===== src/rtl/var_assign_decoder.sv =====
// Decodes variable-index requests one-hot into the assigned/value bitmaps and returns a
// registered status per accepted request through a one-deep response register.
`ifndef VAR_NUM_DEFAULT
`define VAR_NUM_DEFAULT 8
`endif
`ifndef VAR_NUM_LOG_DEFAULT
`define VAR_NUM_LOG_DEFAULT 3
`endif

module var_assign_decoder #(
    parameter int unsigned VAR_NUM     = `VAR_NUM_DEFAULT,
    parameter int unsigned VAR_NUM_LOG = `VAR_NUM_LOG_DEFAULT
) (
    input  logic                   clk,
    input  logic                   rst,
    input  logic                   req_valid,
    output logic                   req_ready,
    input  logic [1:0]             req_op,
    input  logic [VAR_NUM_LOG-1:0] req_idx,
    input  logic                   req_val,
    output logic                   resp_valid,
    input  logic                   resp_ready,
    output logic [1:0]             resp_status,
    output logic [VAR_NUM_LOG-1:0] resp_idx,
    output logic [VAR_NUM-1:0]     assigned,
    output logic [VAR_NUM-1:0]     value,
    output logic [VAR_NUM_LOG:0]   assigned_cnt,
    output logic                   all_assigned
);

    localparam logic [1:0] OpAssign   = 2'b00;
    localparam logic [1:0] OpUnassign = 2'b01;
    localparam logic [1:0] OpClearAll = 2'b10;

    localparam logic [1:0] StatOk        = 2'b00;
    localparam logic [1:0] StatRedundant = 2'b01;
    localparam logic [1:0] StatConflict  = 2'b10;
    localparam logic [1:0] StatError     = 2'b11;

    localparam logic [0:0] StEmpty = 1'b0;
    localparam logic [0:0] StFull  = 1'b1;

    localparam logic [VAR_NUM_LOG:0] VarNumCnt = (VAR_NUM_LOG + 1)'(VAR_NUM);
    localparam logic [VAR_NUM_LOG:0] CntOne    = (VAR_NUM_LOG + 1)'(1);

    logic [0:0]             state_q, state_d;
    logic [VAR_NUM-1:0]     assigned_q, assigned_d;
    logic [VAR_NUM-1:0]     value_q, value_d;
    logic [VAR_NUM_LOG:0]   cnt_q, cnt_d;
    logic [1:0]             status_q, status_d;
    logic [VAR_NUM_LOG-1:0] ridx_q, ridx_d;

    logic                   accept;
    logic                   idx_ok;
    logic [VAR_NUM-1:0]     onehot;
    logic                   cur_assigned;
    logic                   cur_value;

    assign resp_valid   = (state_q == StFull);
    assign req_ready    = !rst && (!resp_valid || resp_ready);
    assign accept       = req_valid && req_ready;

    assign resp_status  = status_q;
    assign resp_idx     = ridx_q;
    assign assigned     = assigned_q;
    assign value        = value_q;
    assign assigned_cnt = cnt_q;
    assign all_assigned = (cnt_q == VarNumCnt);

    // Out-of-range indices decode to an all-zero mask.
    assign idx_ok = ({1'b0, req_idx} < VarNumCnt);

    always_comb begin
        onehot = '0;
        for (int unsigned i = 0; i < VAR_NUM; i++) begin
            onehot[i] = (req_idx == VAR_NUM_LOG'(i));
        end
    end

    assign cur_assigned = |(assigned_q & onehot);
    assign cur_value    = |(value_q & onehot);

    always_comb begin
        assigned_d = assigned_q;
        value_d    = value_q;
        cnt_d      = cnt_q;
        status_d   = StatError;
        ridx_d     = req_idx;
        case (req_op)
            OpAssign: begin
                if (!idx_ok) begin
                    status_d = StatError;
                end else if (!cur_assigned) begin
                    assigned_d = assigned_q | onehot;
                    if (req_val) begin
                        value_d = value_q | onehot;
                    end
                    cnt_d    = cnt_q + CntOne;
                    status_d = StatOk;
                end else if (cur_value == req_val) begin
                    status_d = StatRedundant;
                end else begin
                    status_d = StatConflict;
                end
            end
            OpUnassign: begin
                if (!idx_ok) begin
                    status_d = StatError;
                end else if (cur_assigned) begin
                    assigned_d = assigned_q & ~onehot;
                    value_d    = value_q & ~onehot;
                    cnt_d      = cnt_q - CntOne;
                    status_d   = StatOk;
                end else begin
                    status_d = StatRedundant;
                end
            end
            OpClearAll: begin
                assigned_d = '0;
                value_d    = '0;
                cnt_d      = '0;
                status_d   = StatOk;
                ridx_d     = '0;
            end
            default: begin
                status_d = StatError;
            end
        endcase
    end

    // A new accept while full replaces the response that is being consumed this edge.
    always_comb begin
        state_d = state_q;
        if (accept) begin
            state_d = StFull;
        end else if (resp_ready) begin
            state_d = StEmpty;
        end
    end

    always_ff @(posedge clk) begin
        if (rst) begin
            state_q    <= StEmpty;
            assigned_q <= '0;
            value_q    <= '0;
            cnt_q      <= '0;
            status_q   <= '0;
            ridx_q     <= '0;
        end else begin
            state_q <= state_d;
            if (accept) begin
                assigned_q <= assigned_d;
                value_q    <= value_d;
                cnt_q      <= cnt_d;
                status_q   <= status_d;
                ridx_q     <= ridx_d;
            end
        end
    end

endmodule


===== config.mk =====
export PLATFORM = sky130hd
export DESIGN_NAME = var_assign_decoder
export DESIGN_NICKNAME = d
export VERILOG_FILES = /design/src/rtl/var_assign_decoder.sv
export SDC_FILE = /design/constraint.sdc
export NUM_CORES = 1
export LEC_CHECK = 0
export ABC_AREA = 1
export ABC_CLOCK_PERIOD_IN_PS = 1800
export CORE_MARGIN = 5
export CORE_UTILIZATION = 38
export CTS_CLUSTER_SIZE = 24
export DETAILED_ROUTE_END_ITERATION = 7
export GPL_ROUTABILITY_DRIVEN = 0
export PLACE_DENSITY = 0.63
export SYNTH_ARGS = -nofsm -noshare
export SYNTH_HDL_FRONTEND = slang
export SYNTH_SLANG_ARGS = --single-unit
export TNS_END_PERCENT = 30

===== constraint.sdc =====
create_clock -name clk -period 1.8 [get_ports clk]
set_input_delay 0.54 -clock clk [delete_from_list [all_inputs] [get_ports clk]]
set_output_delay 0.54 -clock clk [all_outputs]
set_load 0.1 [all_outputs]

==> metrics.txt <==
status=complete, no violations; Worst Setup Start Kind=input pin; routed vias=2150; clk root buf=clkbuf_8; switching share of total power=0.368; Synth async-reset ratio=0; yosys warns=0; DRC Markers=0; total CTS buffers=3; Min Hold Slack=506 ps; hold_sp=resp_idx[2]$_SDFFE_PP0P_; core area=4750 sq um; top cell type's share of synthesized area=0.278; endpoint type of the worst setup path=output port; R2R Setup Slk=270 ps; top cells by count, synth=nand2_1 (67), nand3_1 (35), inv_1 (32); H-Tree Depth=1; final hold vios=0; DR iter-0 viols=roughly 110; area grow syn2layout=60.5%; Worst Hold End=resp_idx[2]$_SDFFE_PP0P_; GRT overflow=0; post-layout util=0.632; worst vdd ir=approximately 0.31 mV; setup TNS=0 ps; I/O Pins=38; vias in the first global route=2047; Worst Path Max Fanout=2; final setup fails=0; nets=369; Slew Limit Fails=0; Via density=5.14; Clk network pwr share=0.230; ranking of synthesized cells by area=dfxtp_1 (28%), nand2_1 (13%), nand3_1 (9.4%), nand4_1 (9.0%), o21ai_0 (6.7%); dominant synthesized flop cell=dfxtp_1; final total power=1.53 mW; clk buf depth=2; Reg power frac=0.404; period utilization=0.995; drt first pass iters=4; layout filler cell count=~450; cell area after layout=3010 sq um; routed length per instance=13.3 microns; Post-Syn Area=1870 sq um; total die area=~6400 sq um; clock slew at reported path FFs=about 100 ps; Seq/Total Area, Yosys=0.278; PortBufs=37; Die Wd=80.2 microns; post-route ant nets=0; maximum clock rate=0.558 GHz; synthesized flop and latch total=26; clk sinks=26; layout cells sized above 1=0.311; Post-Route Skew=4.55 ps; most common cell in the netlist=nand2_1; Post-synth EDFFs=0; largest net degree at the start of global routing=22; num rows=25; clk_lat worst skew=roughly 270 ps; gr usage total=0.184; combinational fraction of design power=0.366; Crit Reg-Reg Endpoint=value[2]$_SDFFE_PP0P_; pwr dens=509 nW/um^2; hold path depth=2; Tmin final=around 1800 ps; Placed Area=about 2800 sq um; first-pass GRT wire length=9480 microns; Avg Inst Size Synth=6.53 sq um; Syn Nets=304; Worst EP required=~1300 ps; Synth area leader=dfxtp_1; Die Y=80.2 microns; Max-Cap Viols=0; total wire length=between 5000 and 6000 microns; Hold WC Path Type=reg2reg; setup repair after global routing missed its margin=yes; library cells used by synthesis=27; Arr. time, crit path=about 1300 ps; Syn Inst Count=287; CP Class=in2out; # diodes=0; worst-margin pin slew=~260 ps; Final HPWL DP=4040 microns; Int Pwr=a little under 1 mW; RR Startpoint=resp_valid$_SDFFE_PP0P_; CTS tree=yes; Sw Pwr=563 uW; R2R cell count=9; initial antenna violation count=0; leakage=around 1.3 nW; initial core utilization=0.394; relative slew slack=0.828
logic make-up (layout without fill, tap and decap cells):
| family | after synthesis | after routing | synth area share |
|---|---|---|---|
| flip-flops | 26 | 26 | 0.278 |
| buffers and inverters | 50 | 114 | 0.132 |
| adder cells (fa/ha/maj) | 7 | 7 | 0.0508 |
| AO/OA/AOI/OAI | 49 | 49 | 0.134 |
| AND/OR/NAND/NOR | 154 | 154 | 0.401 |
| XOR/XNOR | 1 | 1 | 0.00468 |
metrics by stage:
stage	worst slack (ps)	cells
floorplan	-327	287
CTS	0.960	418
global placement	-478	412
detailed placement	-536	412
global route	-7.75	418
finish	8.67	418
layout make-up:
| type | count | area, sq um | area share |
|---|---|---|---|
| clock buffers | 3 | 41.3 | 0.0137 |
| clock inverters | 1 | 3.75 | 0.00125 |
| inverters | 33 | 126 | 0.0420 |
| multi-input cells | 211 | 1230 | 0.409 |
| flip-flops and latches | 26 | 539 | 0.179 |
| well taps | 67 | 83.8 | 0.0279 |
| repair buffers | 77 | 983 | 0.327 |
how the worst max path moves through the flow:
stage	startpoint	endpoint	depth (start not counted)
6_report	resp_ready	req_ready	5
5_1_grt	req_idx[2]	assigned_cnt[1]$_SDFFE_PP0P_	12
4_1_cts	resp_ready	req_ready	5
3_5_place_dp	req_op[1]	assigned_cnt[3]$_SDFFE_PP0P_	10
3_3_place_gp	req_op[0]	assigned_cnt[2]$_SDFFE_PP0P_	10
2_1_floorplan	assigned_cnt[0]$_SDFFE_PP0P_	all_assigned	1
timing repair:
item,in CTS,in global routing
buffers inserted,1,0
endpoints found under the setup margin,23,24
gates cloned,1,0
pin swaps,6,7
hold buffers,0,0
resized for setup,33,18
endpoints found under the hold margin,0,0
sequential cells by signal, summed over array words and instances (netlist names):
signal        count
value             8
assigned_cnt      4
resp_status       2
resp_valid        1
resp_idx          3
assigned          8
power groups by stage:
stage	Sequential [mW]	Combinational [mW]	Clock [mW]
floorplan	0.738	0.196	0
global placement	0.630	0.505	0
detailed placement	0.630	0.512	0
CTS	0.618	0.550	0.357
global route	0.620	0.596	0.383
finish	0.618	0.560	0.352
cells in the final DEF (no fill, tap or decap), types with 2 or more instances in the layout:
| cell type | Yosys | layout |
|---|---|---|
| nand2_1 | 67 | 67 |
| o21ai_2 | 0 | 4 |
| nand4_1 | 27 | 27 |
| nor2_1 | 14 | 11 |
| dlygate4sd2_1 | 0 | 4 |
| ha_1 | 6 | 3 |
| nand3_4 | 0 | 2 |
| a21oi_1 | 22 | 19 |
| nor2_4 | 1 | 4 |
| nand2_4 | 1 | 2 |
| ha_4 | 0 | 3 |
| o21ai_0 | 25 | 9 |
| dfxtp_1 | 26 | 21 |
| clkbuf_8 | 0 | 3 |
| inv_1 | 32 | 28 |
| clkbuf_2 | 0 | 3 |
| dfxtp_4 | 0 | 5 |
| buf_4 | 2 | 34 |
| a21oi_2 | 0 | 3 |
| buf_6 | 5 | 4 |
| o21ai_1 | 0 | 12 |
| inv_2 | 1 | 4 |
| nand3_1 | 35 | 35 |
| buf_12 | 0 | 29 |
| nor2_2 | 2 | 2 |
| clkdlybuf4s50_1 | 0 | 2 |
critical path: stages:
cell and delay (ps):
dlygate4sd2_1 260, nor2_4 120, nor2_4 40, buf_4 130, buf_12 150
routing by layer:
metal	up-vias	part of all wire	global-route usage
li1	1095	-	-
met1	1000	0.44	0.226
met2	47	0.49	0.317
met3	8	0.047	0.0303
met4	0	0.015	0.0743
met5	-	0	0
(Power assumes the default switching activity.)
